**config.mk**
```make
export PLATFORM = sky130hd
export DESIGN_NAME = sequenciador_ula
export DESIGN_NICKNAME = d
export VERILOG_FILES = /design/src/rtl/sequenciador_ula.sv
export SDC_FILE = /design/constraint.sdc
export NUM_CORES = 1
export LEC_CHECK = 0
export ABC_AREA = 0
export CORE_MARGIN = 4
export CORE_UTILIZATION = 45
export CTS_BUF_LIST = sky130_fd_sc_hd__clkbuf_16
export DETAILED_ROUTE_END_ITERATION = 12
export PLACE_DENSITY = 0.87
export RECOVER_POWER = 100
export SETUP_SLACK_MARGIN = 0.15
export SYNTH_ARGS = -nofsm -noshare
export SYNTH_HDL_FRONTEND = slang
export SYNTH_SLANG_ARGS = --single-unit
```
**constraint.sdc**
```tcl
create_clock -name Clk -period 3.2 [get_ports Clk]
set_input_delay 0.32 -clock Clk [delete_from_list [all_inputs] [get_ports Clk]]
set_output_delay 0.32 -clock Clk [all_outputs]
set_load 0.03 [all_outputs]
```
**src/rtl/sequenciador_ula.sv**
```systemverilog
// Accumulator-based command sequencer for the 8-bit ALU: registers operands/opcode,
// waits a fixed settle time, captures result and flags, and hands them out on a valid/ready port.
module sequenciador_ula #(
  parameter int LATENCIA_ULA = 1
) (
  input  logic        Clk,
  input  logic        Rst_n,
  input  logic        Cmd_Valido,
  output logic        Cmd_Pronto,
  input  logic [3:0]  Cmd_Op,
  input  logic [1:0]  Cmd_Fonte,
  input  logic [7:0]  Cmd_Dado,
  output logic [7:0]  ULA_A,
  output logic [7:0]  ULA_B,
  output logic [3:0]  ULA_Sel,
  input  logic [15:0] ULA_Resultado,
  input  logic        ULA_Maior,
  input  logic        ULA_Menor,
  input  logic        ULA_Igual,
  output logic        Res_Valido,
  input  logic        Res_Pronto,
  output logic [15:0] Res_Dado,
  output logic [2:0]  Res_Flags,
  output logic        Res_Erro,
  output logic [7:0]  Acc
);

  typedef enum logic [1:0] {OCIOSO, EXECUTA, ENTREGA} estado_t;

  localparam logic [3:0] LAT_CNT = 4'(LATENCIA_ULA);

  estado_t     state_reg, state_next;
  logic [3:0]  cnt_reg, cnt_next;
  logic [7:0]  acc_reg, acc_next;
  logic [7:0]  ula_a_reg, ula_a_next;
  logic [7:0]  ula_b_reg, ula_b_next;
  logic [3:0]  ula_sel_reg, ula_sel_next;
  logic [15:0] res_dado_reg, res_dado_next;
  logic [2:0]  res_flags_reg, res_flags_next;
  logic        res_erro_reg, res_erro_next;

  logic op_invalido;
  logic div_zero;

  // Error classification looks at the registered opcode/operand the ALU is actually computing on.
  assign op_invalido = (ula_sel_reg == 4'd5) || (ula_sel_reg >= 4'd12);
  assign div_zero    = ((ula_sel_reg == 4'd3) || (ula_sel_reg == 4'd4)) && (ula_b_reg == 8'h00);

  always_ff @(posedge Clk) begin
    if (!Rst_n) begin
      state_reg <= OCIOSO;
    end else begin
      state_reg <= state_next;
    end
  end

  always_ff @(posedge Clk) begin
    if (!Rst_n) begin
      cnt_reg       <= 4'd0;
      acc_reg       <= 8'h00;
      ula_a_reg     <= 8'h00;
      ula_b_reg     <= 8'h00;
      ula_sel_reg   <= 4'd0;
      res_dado_reg  <= 16'h0000;
      res_flags_reg <= 3'b000;
      res_erro_reg  <= 1'b0;
    end else begin
      cnt_reg       <= cnt_next;
      acc_reg       <= acc_next;
      ula_a_reg     <= ula_a_next;
      ula_b_reg     <= ula_b_next;
      ula_sel_reg   <= ula_sel_next;
      res_dado_reg  <= res_dado_next;
      res_flags_reg <= res_flags_next;
      res_erro_reg  <= res_erro_next;
    end
  end

  always_comb begin
    state_next     = state_reg;
    cnt_next       = cnt_reg;
    acc_next       = acc_reg;
    ula_a_next     = ula_a_reg;
    ula_b_next     = ula_b_reg;
    ula_sel_next   = ula_sel_reg;
    res_dado_next  = res_dado_reg;
    res_flags_next = res_flags_reg;
    res_erro_next  = res_erro_reg;

    case (state_reg)
      OCIOSO: begin
        if (Cmd_Valido) begin
          case (Cmd_Fonte)
            2'b00: begin
              ula_a_next   = acc_reg;
              ula_b_next   = Cmd_Dado;
              ula_sel_next = Cmd_Op;
              cnt_next     = LAT_CNT;
              state_next   = EXECUTA;
            end
            2'b01: begin
              ula_a_next   = Cmd_Dado;
              ula_b_next   = acc_reg;
              ula_sel_next = Cmd_Op;
              cnt_next     = LAT_CNT;
              state_next   = EXECUTA;
            end
            2'b10: begin
              acc_next       = Cmd_Dado;
              res_dado_next  = {8'h00, Cmd_Dado};
              res_flags_next = 3'b000;
              res_erro_next  = 1'b0;
              state_next     = ENTREGA;
            end
            default: begin
              acc_next       = 8'h00;
              res_dado_next  = 16'h0000;
              res_flags_next = 3'b000;
              res_erro_next  = 1'b0;
              state_next     = ENTREGA;
            end
          endcase
        end
      end

      EXECUTA: begin
        // Capture on the edge where the countdown hits zero, i.e. LATENCIA_ULA edges after accept.
        if (cnt_reg <= 4'd1) begin
          cnt_next       = 4'd0;
          res_flags_next = {ULA_Maior, ULA_Menor, ULA_Igual};
          if (op_invalido || div_zero) begin
            res_dado_next = 16'h0000;
            res_erro_next = 1'b1;
          end else begin
            res_dado_next = ULA_Resultado;
            res_erro_next = 1'b0;
            acc_next      = ULA_Resultado[7:0];
          end
          state_next = ENTREGA;
        end else begin
          cnt_next = cnt_reg - 4'd1;
        end
      end

      ENTREGA: begin
        if (Res_Pronto) begin
          state_next = OCIOSO;
        end
      end

      default: begin
        state_next = OCIOSO;
      end
    endcase
  end

  assign Cmd_Pronto = (state_reg == OCIOSO);
  assign Res_Valido = (state_reg == ENTREGA);
  assign ULA_A      = ula_a_reg;
  assign ULA_B      = ula_b_reg;
  assign ULA_Sel    = ula_sel_reg;
  assign Res_Dado   = res_dado_reg;
  assign Res_Flags  = res_flags_reg;
  assign Res_Erro   = res_erro_reg;
  assign Acc        = acc_reg;

endmodule

```
---- Word level (Yosys, flattened, before mapping) ----
Index checks and enable logic that the tools add are counted.
W data, S select, Z words.
word-level totals
  register bits ........................... 54
  bits of input ports ..................... 37
  output and inout port bits .............. 50
  word-level logic and storage cells ...... 71
operators by class
  add/subtract/negate cells ............... 1
  magnitude comparators ................... 2
  eq/ne operators ......................... 13
  multiplexer cells ....................... 30
  reduce and logical (&&, ||, !) cells .... 16
operators by type and width
  cell                  number
  $pmux W16 S2          2
  $pmux W8 S2           4
  $mux W16              3
  $mux W8               3
  $mux W4               3
  $reduce_and A3 Y1     4
  $ne A2 B2 Y1 const B  5
  $mux W3               3
  $eq A4 B3 Y1 const B  2
  $logic_not A8 Y1      1
  $mux W2               4
  $pmux W4 S2           1
  $pmux W2 S3           1
  $pmux W3 S2           1
  $reduce_and A5 Y1     1
  $eq A2 B1 Y1 const B  2
  $eq A2 B2 Y1 const B  2
  $eq A4 B2 Y1 const B  1
  $ge A4 B4 Y1 const B  1
  $le A4 B1 Y1 const B  1
  $logic_not A2 Y1      2
  $mux W1               4
  $reduce_and A4 Y1     1
  $reduce_bool A2 Y1    2
  other kinds (6)       8

---- Logic depth before layout (Yosys ltp) ----
Gate-level depths: netlist of run 1.
  depth in word-level cells ............... 7
  gate-level depth with buffers ........... 7
  mapped depth without buffers ............ 6

---- Worst setup path after synthesis of run 1 ----
No wires, ideal clock.
  path kind ............................... register to register
  start ................................... register ula_sel_reg[1] (netlist: ULA_Sel[1])
  end ..................................... register acc_reg[0] (netlist: Acc[0])
  setup time .............................. 0.117 ns
  arrival time ............................ 1.689 ns
  data required time ...................... 3.083 ns
  slack ................................... 1.393 ns
  stages on the path, launching flop included .. 7
  buffers on the path ..................... 2
  clock period less this slack ............ 1.807 ns
  cells stage by stage .................... dfxtp_1 nor4bb_1 o211a_1 buf_4 buf_2 o31ai_1 a32o_1
between the ends
  cells in the longest elaborated chain, start to end .. 6
  elaborated cells on any way between the ends .. 10
  those cells by class .................... 1 x order compare; 4 x eq/ne; 5 x reduce/logical
RTL lines
  item                                                  line  source
  start, declared                                       37    logic [3:0] ula_sel_reg, ula_sel_next;
  start signal, assigned                                72    ula_sel_reg <= ula_sel_next;
  branches (longest 3 deep; another with $ge A4 B4 Y1)  n/a
  $logic_or A1 B1 Y1 (*)                                131   if (op_invalido || div_zero) begin
  $ne A2 B2 Y1 (no line) (*)                            n/a
  $reduce_and A5 Y1 (no line) (*)                       n/a
  end signal, assigned                                  69    acc_reg <= acc_next;
  end, declared                                         34    logic [7:0] acc_reg, acc_next;
Every way passes the cells marked *.
A chain may end at the register's enable or synchronous reset.

---- Worst setup path after layout of run 1 ----
  start ................................... input port Cmd_Fonte[1]
  end ..................................... register acc_reg[1] (netlist: Acc[1])
between the ends
  cells in the longest elaborated chain, start to end .. 5
  elaborated cells on any way between the ends .. 9
  those cells by class .................... 3 x eq/ne; 3 x mux; 3 x reduce/logical
RTL lines
  item                                              line  source
  start, declared                                   11    input logic [1:0] Cmd_Fonte,
  $eq A2 B1 Y1 or $logic_not A2 Y1 (tied branches)  93    case (Cmd_Fonte)
  $reduce_or A2 Y1 (no line)                        n/a
  $pmux W8 S2                                       93
  $mux W8                                           92    if (Cmd_Valido) begin
  $pmux W8 S2                                       90    case (state_reg)
Parallel ways exist; a longest one is shown, timed or not. The select of a mux whose other input is x is not followed.

==> results of run 1 <==
-- power breakdown --
group,switching [mW],internal (mW)
Clock,0.242,0.369
Sequential,0.0280,0.711
Combinational,0.216,0.151
Total,0.485,1.23
-- cell families after synthesis --
group,after synthesis
compound gates,81
fa+ha+maj,2
buf+inv,32
simple gates,132
flops,54
-- how the worst max path moves through the flow --
stage | start | endpoint | slack [ns]
after CTS | state_reg[1] | Acc[1] | 0.66
after global routing | Cmd_Fonte[1] | Acc[1] | 0.78
final | Cmd_Fonte[1] | Acc[1] | 0.95
after global placement | state_reg[1] | Acc[3] | 0.74
after detailed placement | Cmd_Fonte[1] | Acc[1] | 0.65
after floorplan | ULA_Sel[1] | Acc[0] | 1.39
-- critical path, delay by kind of cell --
family / cells / cell delay (ns)
buffers and inverters: 1 / 0.65
AOI/OAI and AO/OA: 2 / 0.67
and+or+nand+nor: 2 / 0.79
-- metrics by stage --
stage / worst slack [ns] / hold slack (ns) / util, %
after floorplan: 1.39 / 0.456 / -
after global placement: 0.743 / 0.453 / 63.9
after detailed placement: 0.646 / 0.463 / 63.9
after CTS: 0.659 / 0.473 / 67.1
after global routing: 0.782 / 0.483 / 66.8
final: 0.949 / 0.464 / 66.8
-- final cells by class --
| type | count | area, sq um | share of cell area [%] |
|---|---|---|---|
| tap | 70 | 87.6 | 2.49 |
| timing repair buffer | 92 | 910 | 25.8 |
| sequential | 54 | 1080 | 30.7 |
| clock inverter | 3 | 42.5 | 1.21 |
| multi-input combinational | 215 | 1260 | 35.8 |
| inverter | 4 | 15.0 | 0.426 |
| clock buffer | 5 | 125 | 3.55 |
-- cells in the final DEF (no fill, tap or decap), types with 9 or more instances in the layout --
cell type / instances
dfxtp_1: 54
nand2_1: 56
clkdlybuf4s50_1: 35
o311a_1: 9
o21ai_0: 11
a311oi_1: 16
nand3_1: 24
dlygate4sd3_1: 51
nor2_1: 31
a21oi_1: 9
-- per-layer routing --
metal  vias up  wire length (um)
li1       1237                 -
met1      1159              3040
met2       115              3190
met3        16               567
met4         0               162
met5         -                 0
==> metrics, run 1 <==
hpwl dp=5.00 mm; DRC=0; Final Hold Viols=0; # setup viols final=0; Initial Util=47.8%; max reg flops=16; Max Fclk=444 MHz; Pwr Total=1.72 mW; Syn. warnings=0; Clock Tree Buf Depth=2; post-CTS setup buffers=0; vias in the first global route=2351; VDD IR max=0.269 mV; minimum clock period=2.25 ns; multiplexer share of the synthesized area=0%; antenna violations before repair=0; Tot GR Track Use=20.9%; Max Clock Skew=0.00515 ns; DR pass1 iterations=4; pwr/cell area=487 nW/um^2; Synth area leaders=dfxtp_1 (43%), nand2_1 (8.3%), a311oi_1 (5.6%); post-synth top area cell=dfxtp_1; Post-Synth Adder-Cell Area=0.994%; FF-to-FF End=Acc[1]; placer congestion estimate=0.833; ys async rst share=0%; core area=5270 sq um; drt via density=5.70; Port-buffer cells=86; worst path required time=3.38 ns; Commonest cells post-synth=nand2_1 (56), dfxtp_1 (54), nor2_1 (31); Synth top area share=42.9%; ratio of cells with drive above 1 in the final layout=4.56%; cell depth of the worst hold path=2; EDFF count, synth=0; slew margin rel.=60.2%; leakage power=1.36 nW; CP arrival=2.43 ns; worst slew pin tran=0.598 ns; Inserted Diodes=0; met2 GRT Util=32.2%; io pins=87; ys flop type=dfxtp_1; Cell Area, Placed=3370 sq um; ANT nets after route=0; GRT Max-Usage Layer=met2; Hold Crit Start=Res_Dado[11]; XOR/XNOR Fraction of Synth Area=0%; Max-Cap Viols=0; Post-CTS Resized=0; Crit. End Element=flop; die area=6860 sq um; Vias=2527; Worst-Skew Late Latency=0.29 ns; Cells after Synth=301; area delta synth->final=39.9%; slowest stage delay, CP=0.65 ns; Min-Delay Endpoint=Res_Dado[11]; syn avg cell area=8.36 sq um; count of cell types in the netlist=42; net count after synthesis=340; Layout fillers=450; FF+latch count, synth=54; maximum number of pins on one net before global-route repair=38; Seq/Total Area, Yosys=42.9%; Layout Cells excl Fill=443; CP Class=in2reg; largest family of logic cells by synthesized area=compound AO/OA/AOI/OAI gates; HP Class=reg2reg; CTS clock-pin slew for the worst setup and hold paths=0.07 ns; CTS root buffer=clkbuf_16; CP Max Fanout=12; CTS Sinks=54; cts hold-fix bufs=0; final WL=6.96 mm; count leader, synth=nand2_1; met3 Resource Use GR=3.78%; Final #Nets=411; Worst path slowest cell=dlygate4sd3_1; Num CTS Buffers=5; Core Rows=26; Die Wd=82.8 um; Syn Std Cell Area=2520 sq um; dpl cells=434; Remaining Overflow, GRT=0; reg2reg path depth=4; status=completed; CTS tree=built; CP Launch Type=primary input; post-route cell area=3520 sq um; Critical R2R Launch=state_reg[1]; final period utilization=70.3%; die height=82.8 um; Compound-Gate Fraction of Synth Area=25.4%; first-pass GRT wire length=11.2 mm; Slew Viols, Final=0; post-DR wirelength/cell=15.7 um; Worst R2R Setup Slack=1.14 ns; RSZ-0062 raised after global routing=false; met1 Resource Use GR=29.0%; Simple-Gate Fraction of Synth Area=24.7%; crit path cell chain=dlygate4sd3_1 -> nand4bb_1 -> o31ai_4 -> nand3_1 -> a32o_1; Setup TNS=0 ns; DR iter-0 viols=170; H-tree level count=2
Note: power is estimated with default switching activity, not from simulation.
==> run 2, diff against run 1 <==
==> constraint.sdc (replaced) <==
create_clock -name Clk -period 2.1 [get_ports Clk]
set_input_delay 0.21 -clock Clk [delete_from_list [all_inputs] [get_ports Clk]]
set_output_delay 0.21 -clock Clk [all_outputs]
set_load 0.03 [all_outputs]
==> metrics, run 2 (synthesis gave the netlist of run 1 again) <==
CP Class=reg2out; vias in the first global route=2378 (+1.1%); crit-path leading delay family=buffers and inverters; Num CTS Buffers=5 (unchanged); post-route cell area=3620 sq um (+2.8%); sequential share of power=42.4% (-0.6 points); CP Launch Type=flop; final core occ=68.7% (+1.9 points); CTS Sinks=54 (unchanged); VDD IR max=0.453 mV (+68%); Worst path slowest cell=dlygate4sd3_1; CTS root buffer=clkbuf_16; Max Fclk=530 MHz; Core Rows=26 (unchanged); Max Clock Skew=0.00736 ns (+0.00221 ns); Final #Nets=421 (+2.4%); Inserted Diodes=0 (unchanged); status=completed; CTS tree=built; Slew Viols, Final=0 (unchanged); antenna violations before repair=0 (unchanged); CP arrival=1.68 ns (-0.75 ns); Tot GR Track Use=21.6% (+0.63 points); pwr/cell area=735 nW/um^2 (+51%); first-pass GRT wire length=11.3 mm (+0.68%); core area=5270 sq um (unchanged); Setup TNS=0 ns (unchanged); Vias=2579 (+2.1%); leakage power=1.40 nW (+3.1%); Initial Util=47.8% (unchanged); Switching Share=28.7% (+0.44 points); final WL=7.30 mm (+4.9%); final period utilization=89.9%; area delta synth->final=43.8%; RSZ-0062 raised after global routing=false; DR iter-0 viols=217 (+28%); H-tree level count=2 (unchanged); post-DR wirelength/cell=16.1 um (+2.6%); hpwl dp=5.33 mm (+6.7%); DR pass1 iterations=5 (+1); Cell Area, Placed=3460 sq um (+2.6%); DRC=0 (unchanged); worst path required time=1.89 ns (-1.49 ns); most common cell after layout, fill and taps aside=nand2_1; ANT nets after route=0 (unchanged); Die Wd=82.8 um (unchanged); ratio of cells with drive above 1 in the final layout=8.09% (+3.5 points); slew margin rel.=50.1% (-10 points); crit path cell chain=nor2b_1 -> dlygate4sd3_1; Remaining Overflow, GRT=0 (unchanged); placer congestion estimate=0.902 (+8.3%); most frequent cells in the layout=nand2_1 (56), dfxtp_1 (54), dlygate4sd3_1 (50); minimum clock period=1.89 ns; CTS clock-pin slew for the worst setup and hold paths=0.07 ns (about the same); crit path buf inv count=1 (unchanged); clock share of power=35.7% (about the same); Comb power frac=21.9% (+0.5 points); Worst-Skew Late Latency=0.29 ns (about the same); Clock Tree Buf Depth=2 (unchanged); Final Hold Viols=0 (unchanged); Crit. End Element=output port; max reg flops=16 (unchanged); Psw=764 uW (+57%); io pins=87 (unchanged); drt via density=5.69 (-0.20%); Max-Cap Viols=0 (unchanged); Pwr Total=2.66 mW (+55%); Port-buffer cells=86 (unchanged); CP Max Fanout=7 (-5); die height=82.8 um (unchanged); Worst R2R Setup Slack=0.24 ns (-0.90 ns); die area=6860 sq um (unchanged); # setup viols final=0 (unchanged); cell internal pwr=1.90 mW (+54%); maximum number of pins on one net before global-route repair=37 (-2.6%); HP Class=reg2reg; worst slew pin tran=0.747 ns (+0.150 ns); slowest stage delay, CP=0.75 ns (+0.10 ns)
-- run 2: cell count changes in the layout (fill, tap and decap cells not counted), sizes merged --
cell	delta
clkdlybuf4s50	+1
dlygate4sd3	-1
buf	+7
clkbuf	+3
-- run 2: worst min-delay path, cell delays in order, from the launching register on --
cell and delay (ns):
dfxtp_1 0.31, nand2_1 0.05, o22ai_1 0.06
-- run 2: path summary, 6_finish.rpt --
| path | start | endpoint | depth (start not counted) |
|---|---|---|---|
| worst max-delay path | state_reg[1] | Res_Valido | 2 |
| worst min-delay path | Res_Dado[10] | Res_Dado[10] | 2 |
| worst max register to register | cnt_reg[0] | Res_Flags[2] | 7 |
| worst min register to register | Res_Dado[10] | Res_Dado[10] | 2 |
-- run 2: timing repair --
item,in CTS,in global routing
gates resized for setup,0,3
endpoints found under the setup margin,0,21
buffers inserted,0,1
hold buffers,0,0
-- run 2: area by class of cell --
type,instances,area (sq um)
well taps,70,87.6
multi-input cells,215,1290
repair buffers,102,971
inverters,4,15.0
clock inverters,3,47.5
clock buffers,5,125
fillers,445,1650
flip-flops and latches,54,1080
-- run 2: metal layers --
metal / track usage [%] / share of wire, % / wire length, um / vias to the layer above
met3: 5.62 / 9.8 / 718 / 11
met2: 35.1 / 47 / 3470 / 127
met1: 28.1 / 41 / 3010 / 1181
li1: - / - / - / 1260
met5: 0 / 0 / 0 / -
met4: 6.37 / 1.4 / 104 / 0
-- run 2: power groups by stage --
stage	clock network (mW)	logic, mW	registers (mW)
5_1_grt	1.01	0.624	1.14
4_1_cts	0.963	0.605	1.13
2_1_floorplan	0	0.248	1.25
6_report	0.950	0.582	1.13
3_5_place_dp	0	0.598	1.15
3_3_place_gp	0	0.587	1.15
-- run 2: metrics by stage --
stage / hold slack [ns] / std cells / setup WS (ns)
2_1_floorplan: 0.346 / 301 / 0.293
3_3_place_gp: 0.457 / 444 / 0.189
3_5_place_dp: 0.460 / 444 / 0.184
4_1_cts: 0.470 / 452 / 0.173
5_1_grt: 0.482 / 453 / 0.125
6_report: 0.465 / 453 / 0.213
==> run 3, diff against run 2 <==
--- a/config.mk
+++ b/config.mk
@@ -10,7 +10,7 @@
 export CORE_UTILIZATION = 45
 export CTS_BUF_LIST = sky130_fd_sc_hd__clkbuf_16
 export DETAILED_ROUTE_END_ITERATION = 12
-export PLACE_DENSITY = 0.87
+export PLACE_DENSITY = 0.9
 export RECOVER_POWER = 100
 export SETUP_SLACK_MARGIN = 0.15
 export SYNTH_ARGS = -nofsm -noshare
==> metrics, run 3 (synthesis gave the netlist of run 1 again) <==
CP Max Fanout=7 (unchanged); Layout fillers=398 (-11%); Inserted Diodes=0 (unchanged); ratio of cells with drive above 1 in the final layout=8.07% (-0.021 points); most frequent cells in the layout=nand2_1 (56), dfxtp_1 (54), dlygate4sd3_1 (51); die height=82.8 um (unchanged); area delta synth->final=44.2%; Core Rows=26 (unchanged); Setup TNS=0 ns (unchanged); CP Class=reg2out; max reg flops=16 (unchanged); crit path cell chain=nor2b_1 -> dlygate4sd3_1; H-tree level count=2 (unchanged); pwr/cell area=727 nW/um^2 (-0.99%); vias in the first global route=2394 (+0.67%); maximum number of pins on one net before global-route repair=37 (unchanged); hpwl dp=5.23 mm (-1.9%); CTS Sinks=54 (unchanged); CTS clock-pin slew for the worst setup and hold paths=0.07 ns (about the same); Initial Util=47.8% (unchanged); CTS tree=built; Worst-Skew Late Latency=0.29 ns (about the same); Worst path slowest cell=dlygate4sd3_1; slowest stage delay, CP=0.75 ns (about the same); Crit. End Element=output port; crit-path leading delay family=buffers and inverters; sequential cell area in the final layout=1080 sq um (unchanged); CP Launch Type=flop; CP arrival=1.70 ns (+0.02 ns); Remaining Overflow, GRT=0 (unchanged); Slew Viols, Final=0 (unchanged); antenna violations before repair=0 (unchanged); multi-input logic area=1290 sq um (-0.19%); worst slew pin tran=0.639 ns (-0.108 ns); first-pass GRT wire length=11.5 mm (+1.9%); Die Wd=82.8 um (unchanged); crit path buf inv count=1 (unchanged); HP Class=reg2reg; final WL=7.30 mm (about the same); VDD IR max=0.355 mV (-22%); setup ws final=0.192 ns (-0.0214 ns); DR pass1 iterations=5 (unchanged); die area=6860 sq um (unchanged); Pwr Total=2.64 mW (-0.71%); placer congestion estimate=0.812 (-10%); # setup viols final=0 (unchanged); worst path required time=1.89 ns (about the same); DR iter-0 viols=196 (-9.7%); RSZ-0062 raised after global routing=false; Max Clock Skew=0.00692 ns (-0.000439 ns); Max Fclk=524 MHz (-1.1%); final period utilization=90.9% (+1.0 points); leakage power=1.41 nW (+0.60%); Final #Nets=422 (+0.24%); Max-Cap Viols=0 (unchanged); Final Hold Viols=0 (unchanged); Place WS=0.130 ns (-0.0542 ns); Tot GR Track Use=21.5% (-0.031 points); drt via density=5.78 (+1.4%); minimum clock period=1.91 ns (+0.0214 ns); Clock Tree Buf Depth=2 (unchanged); slew margin rel.=57.4% (+7.3 points); ANT nets after route=0 (unchanged); Num CTS Buffers=5 (unchanged); most common cell after layout, fill and taps aside=nand2_1; Vias=2622 (+1.7%); Port-buffer cells=86 (unchanged); core area=5270 sq um (unchanged); status=completed; CTS root buffer=clkbuf_16; post-DR wirelength/cell=16.1 um (-0.27%); DRC=0 (unchanged); io pins=87 (unchanged)
-- run 3: path summary, 6_finish.rpt --
path	from	to	slack (ns)	depth (start not counted)
worst max-delay path	state_reg[1]	Res_Valido	0.19	2
worst min-delay path	Res_Dado[9]	Res_Dado[9]	0.46	2
worst max register to register	state_reg[0]	Res_Dado[7]	0.20	5
worst min register to register	Res_Dado[9]	Res_Dado[9]	0.46	2
-- run 3: worst min-delay path: cells and delay by family, from the launching register on --
family / cells / cell delay (ns)
flip-flops: 1 / 0.31
AND/OR/NAND/NOR: 1 / 0.05
AO/OA/AOI/OAI: 1 / 0.06
-- run 3: power by group --
part | switching (mW) | leakage, nW | internal [mW]
registers | 0.0459 | 0.440 | 1.08
logic | 0.336 | 0.884 | 0.247
clock network | 0.370 | 0.0836 | 0.559
-- run 3: metal layers --
layer | part of all wire [%] | global-route usage [%] | wire length [um] | vias up
li1 | - | - | - | 1263
met1 | 42 | 28.6 | 3050 | 1216
met2 | 49 | 34.8 | 3550 | 130
met3 | 8.1 | 5.40 | 589 | 13
met4 | 1.4 | 5.72 | 104 | 0
met5 | 0 | 0 | 0 | -
-- run 3: area by class of cell --
cell class                 count  share of cell area, %
clock buffer                   5                   3.45
sequential                    54                   29.8
multi-input combinational    215                   35.5
inverter                       4                  0.414
timing repair buffer         103                   27.3
tap                           70                   2.41
clock inverter                 3                   1.10
-- run 3: per-stage QoR --
step | utilization [%] | hold WS (ns) | area, sq um | instances
after global routing | 68.9 | 0.486 | 3630 | 454
after detailed placement | 65.4 | 0.461 | 3450 | 441
after CTS | 68.5 | 0.471 | 3610 | 449
final | 68.9 | 0.465 | 3630 | 454
after floorplan | - | 0.346 | 2520 | 301
after global placement | 65.4 | 0.454 | 3450 | 441
-- run 3: what timing repair did --
| action | in CTS | in global routing |
|---|---|---|
| endpoints found under the setup margin | 8 | 12 |
| buffers inserted | 0 | 5 |
| hold buffers | 0 | 0 |
| hold endpoints to repair | 0 | 0 |
| pin swaps | 0 | 1 |
| resized for setup | 1 | 2 |
